$ cat src/rtl/ifetch_pkg.sv
// Shared widths, NOP encoding and the default instruction ROM image for the IF stage.
package ifetch_pkg;

    localparam int PC_W      = 6;
    localparam int INSTR_W   = 32;
    localparam int ROM_WORDS = 16;

    localparam logic [INSTR_W-1:0] NOP = 32'h0000_0000;

    // Index 0 is the leftmost entry, matching the word order of the program.
    localparam logic [0:ROM_WORDS-1][INSTR_W-1:0] IF_ROM_INIT = '{
        32'h2001_0005,
        32'h2002_0003,
        32'h0022_1820,
        32'hAC03_0000,
        32'h0000_0000, 32'h0000_0000, 32'h0000_0000, 32'h0000_0000,
        32'h0000_0000, 32'h0000_0000, 32'h0000_0000, 32'h0000_0000,
        32'h0000_0000, 32'h0000_0000, 32'h0000_0000, 32'h0000_0000
    };

endpackage

$ cat src/rtl/instr_rom.sv
// Asynchronous-read 16-word instruction ROM, contents taken from IF_ROM_INIT.
module instr_rom
    import ifetch_pkg::*;
(
    input  logic [3:0]         index,
    output logic [INSTR_W-1:0] data
);

    // Combinational table lookup.
    always_comb begin
        data = IF_ROM_INIT[index];
    end

endmodule

$ cat src/rtl/instr_fetch_stage.sv
// MIPS IF stage: ROM fetch, PC+4 adder, flush squash and the IF/ID register.
// Optional macro IFETCH_MISALIGN_CHECK_EN squashes fetches whose pc is not word aligned.
module instr_fetch_stage
    import ifetch_pkg::*;
#(
    parameter int ROM_WORDS = 16
) (
    input  logic               clk,
    input  logic               reset,
    input  logic [PC_W-1:0]    pc,
    input  logic               flush,
    output logic [PC_W-1:0]    pc_plus_4,
    output logic [INSTR_W-1:0] instr,
    output logic [PC_W-1:0]    if_id_pc_plus_4,
    output logic [INSTR_W-1:0] if_id_instr,
    output logic               misaligned
);

    localparam int IDX_W = $clog2(ROM_WORDS);

    logic [INSTR_W-1:0] rom_data_s;
    logic               squash_s;
    logic [PC_W-1:0]    if_id_pc_plus_4_r;
    logic [INSTR_W-1:0] if_id_instr_r;

    instr_rom u_rom (
        .index (pc[IDX_W+1:2]),
        .data  (rom_data_s)
    );

`ifdef IFETCH_MISALIGN_CHECK_EN
    assign misaligned = (pc[1:0] != 2'b00);
`else
    logic pc_low_unused_s;
    assign pc_low_unused_s = ^pc[1:0];
    assign misaligned      = 1'b0;
`endif

    assign squash_s  = flush | misaligned;
    assign pc_plus_4 = pc + 6'd4;

    // Squash the fetched word to a NOP on flush or misaligned fetch.
    always_comb begin
        if (squash_s) begin
            instr = NOP;
        end else begin
            instr = rom_data_s;
        end
    end

    // IF/ID pipeline register; reset wins over everything.
    always_ff @(posedge clk) begin
        if (reset) begin
            if_id_instr_r     <= NOP;
            if_id_pc_plus_4_r <= 6'd0;
        end else begin
            if_id_instr_r     <= instr;
            if_id_pc_plus_4_r <= pc_plus_4;
        end
    end

    assign if_id_instr     = if_id_instr_r;
    assign if_id_pc_plus_4 = if_id_pc_plus_4_r;

endmodule

$ cat config.mk
export PLATFORM = sky130hd
export DESIGN_NAME = instr_fetch_stage
export DESIGN_NICKNAME = d
export VERILOG_FILES = /design/src/rtl/ifetch_pkg.sv /design/src/rtl/instr_rom.sv /design/src/rtl/instr_fetch_stage.sv
export SDC_FILE = /design/constraint.sdc
export NUM_CORES = 1
export LEC_CHECK = 0
export CORE_MARGIN = 2
export CORE_UTILIZATION = 29
export CTS_BUF_LIST = sky130_fd_sc_hd__clkbuf_4
export DETAILED_ROUTE_END_ITERATION = 6
export HOLD_SLACK_MARGIN = 0.06
export PLACE_DENSITY = 0.81
export SLEW_MARGIN = 20
export SYNTH_ARGS = -nofsm -noshare
export SYNTH_HDL_FRONTEND = slang
export SYNTH_SLANG_ARGS = --single-unit
$ cat constraint.sdc
create_clock -name clk -period 1.1 [get_ports clk]
set_input_delay 0.11 -clock clk [delete_from_list [all_inputs] [get_ports clk]]
set_output_delay 0.11 -clock clk [all_outputs]
set_load 0.02 [all_outputs]
==> impl_metrics.yaml <==
pwr:
  switching_share: 0.353
  comb_power_share: 0.363
  share_clk_of_total_power: 0.222
  finalPower_mw: 1.27
  netSwitchingPower_mw: 0.450
  seq_power_share: 0.415
  leakage_component_of_the_power_nw: 0.770
  power-per-cell-area_nw_per_um2: 845
  internal-power_mw: 0.825
  vdd_drop_max_mv: 0.347
setup_path:
  cp_data_required_time_ns: 0.99
  cp_endpoint_kind: "primary output"
  critPathKind: "input port to primary output"
  cp_max_fo: 4
  start_kind: "input port"
  worst_ep_arrival_time_ns: 1.09
synth:
  area_fraction_of_the_dominant_cell_type_after_synthesis: 0.390
  synth.distinct_cells: 19
  ys_ff_latch: 14
  seq_area_frac_synth: 0.285
  avgSynthCellArea_um2: 8.77
  number_of_synthesis_warnings: 0
  synth.largest_area_cell: "buf_4"
  syn_area_um2: 982
  synth_top_cells_by_area: "buf_4, dfxtp_1, ha_1"
  syn_inst: 112
sta:
  finalWorstSetupSlack_ns: -0.104
  worst_hold_slack_ns: 0.148
  fin_crit_sh: 1.09
  maximum_frequency_from_static_timing_analysis_mhz: 830
  setup_viol: 4
  final-hold-violation-count: 0
  rsz0062_at_grt: "yes"
  period_minus_slack_ns: 1.20
  maxSlewViolCount: 0
global_route:
  antenna_found_initial: 0
  grt_util_all_layers: 0.0994
  most_used_routing_layer: "met2"
  gr-usage-met2: 0.198
  grt.overflow.total: 0
  use_met1: 0.0915
  number_of_global_route_vias_before_repair: 699
  grt_pass1_wl_um: 3090
  pin_count_of_the_biggest_net_entering_global_routing: 10
  grt.met3_usage: 0.0254
drt:
  via_count_of_the_routed_design: 741
  detail_route.first_pass.iterations: 3
  ant_nets: 0
  viasPerCell: 3.48
  drt_drc_violations_left: 0
  routed_wirelength_um: 1900
  initialDrtViolationCount: 15
  avgRoutedWirePerCell_um: 8.94
floorplanning:
  start_util: 0.299
  die_h_um: 62.2
  die_width_um: 62.2
  die_area_um2: 3870
  num_rows: 21
  design.portCount: 86
  core_um2: 3280
final_layout:
  mostFrequentLayoutCells: "conb_1, buf_4, dlygate4sd2_1"
  post_layout_nonfiller_instances: 213
  post_route_cells_drive_above_1_share: 0.479
  insertedDiodeCount: 0
  num-fill-cells: 326
  nets: 184
  layout_commonest_cell: "conb_1"
  areaGrowthSynthToFinish_pct: 53.6
cts:
  numCtsBuffers: 3
  cts_tree: "done"
  ctsLongestPathBuffers: 2
  cts.clk_slew.worst_paths_ns: 0.08
  clk_root_buffer_cell: "clkbuf_4"
  ctsHtreeMaxLevel: 1
  clock_sink_count: 14
  cts-hold-fix-buffers: 0
run_status:
  failed_checks: "setup timing"
  run_status: "finished, violations left"
placement:
  port-buffer-count: 46
  globalplace.congestion: 0.803
  placedCellCount: 202
  detailed_place_hpwl_um: 1480
  dp_slack_ns: -0.978
flow_run:
  maxCapViolCount: 0
min_path:
  timing.hold.worst_path_depth: 3
  worstHoldPathType: "input port to register"
-- cell families after synthesis --
logic type    Yosys count  synth area share
fa+ha+maj               7            0.0892
flops                  14             0.285
buf+inv                60             0.439
simple gates           28             0.162
xor+xnor                1           0.00892
mux                     1            0.0115
other cells             1           0.00382
-- worst paths after layout --
check,end,startpoint
worst max-delay path,instr[12],pc[2]
worst min-delay path,if_id_pc_plus_4[2],pc[2]
-- worst max-delay path, cell delays in order --
cell and delay [ns]:
buf_8 0.10, clkinvlp_4 0.08, ha_4 0.12, or3b_4 0.38
nor2_4 0.16, buf_6 0.14
-- per-layer routing --
layer | vias to the layer above | wire [um]
li1 | 361 | -
met1 | 325 | 605
met2 | 49 | 1050
met3 | 6 | 199
met4 | 0 | 51
met5 | - | 0
-- synthesized netlist by cell type --
cell type   n
buf_4      51
dfxtp_1    14
nor2_1     11
ha_1        7
inv_1       6
nor2_2      6
and2b_2     3
buf_6       2
nor3_1      2
clkbuf_1    1
conb_1      1
mux2_1      1
nand2b_1    1
nand3_1     1
nor2b_1     1
or3_1       1
or3b_1      1
or4_4       1
xnor2_1     1
-- registers in the layout, indices dropped and copies added (netlist names) --
register         count
if_id_instr          8
if_id_pc_plus_4      6
-- metrics by stage --
| step | instance area [um^2] | setup TNS [ns] | util |
|---|---|---|---|
| after floorplan | 1150 | -0.391 | - |
| after global placement | 1360 | -18.43 | 0.413 |
| after detailed placement | 1360 | -18.79 | 0.413 |
| after CTS | 1470 | -0.553 | 0.447 |
| after global routing | 1510 | -0.660 | 0.459 |
| final | 1510 | -0.412 | 0.459 |
-- power groups by stage --
| stage | clock network, mW | logic, mW | registers (mW) |
|---|---|---|---|
| 2_1_floorplan | 0 | 0.341 | 0.566 |
| 3_3_place_gp | 0 | 0.422 | 0.541 |
| 3_5_place_dp | 0 | 0.427 | 0.542 |
| 4_1_cts | 0.296 | 0.441 | 0.529 |
| 5_1_grt | 0.324 | 0.491 | 0.532 |
| 6_report | 0.283 | 0.463 | 0.529 |
-- layout make-up --
| cell class | count | area (um^2) | share of cell area |
|---|---|---|---|
| clock buffers | 3 | 22.5 | 0.0149 |
| clock inverters | 1 | 3.75 | 0.00249 |
| inverters | 6 | 31.3 | 0.0207 |
| multi-input cells | 76 | 556 | 0.368 |
| flip-flops and latches | 14 | 280 | 0.186 |
| well taps | 46 | 57.6 | 0.0381 |
| repair buffers | 67 | 558 | 0.370 |
-- what timing repair did --
item | in CTS | in global routing
resized for setup | 142 | 31
buffers inserted | 6 | 1
endpoints found under the setup margin | 46 | 16
pin swaps | 7 | 2
No activity file was read; power rests on OpenSTA's default activity.
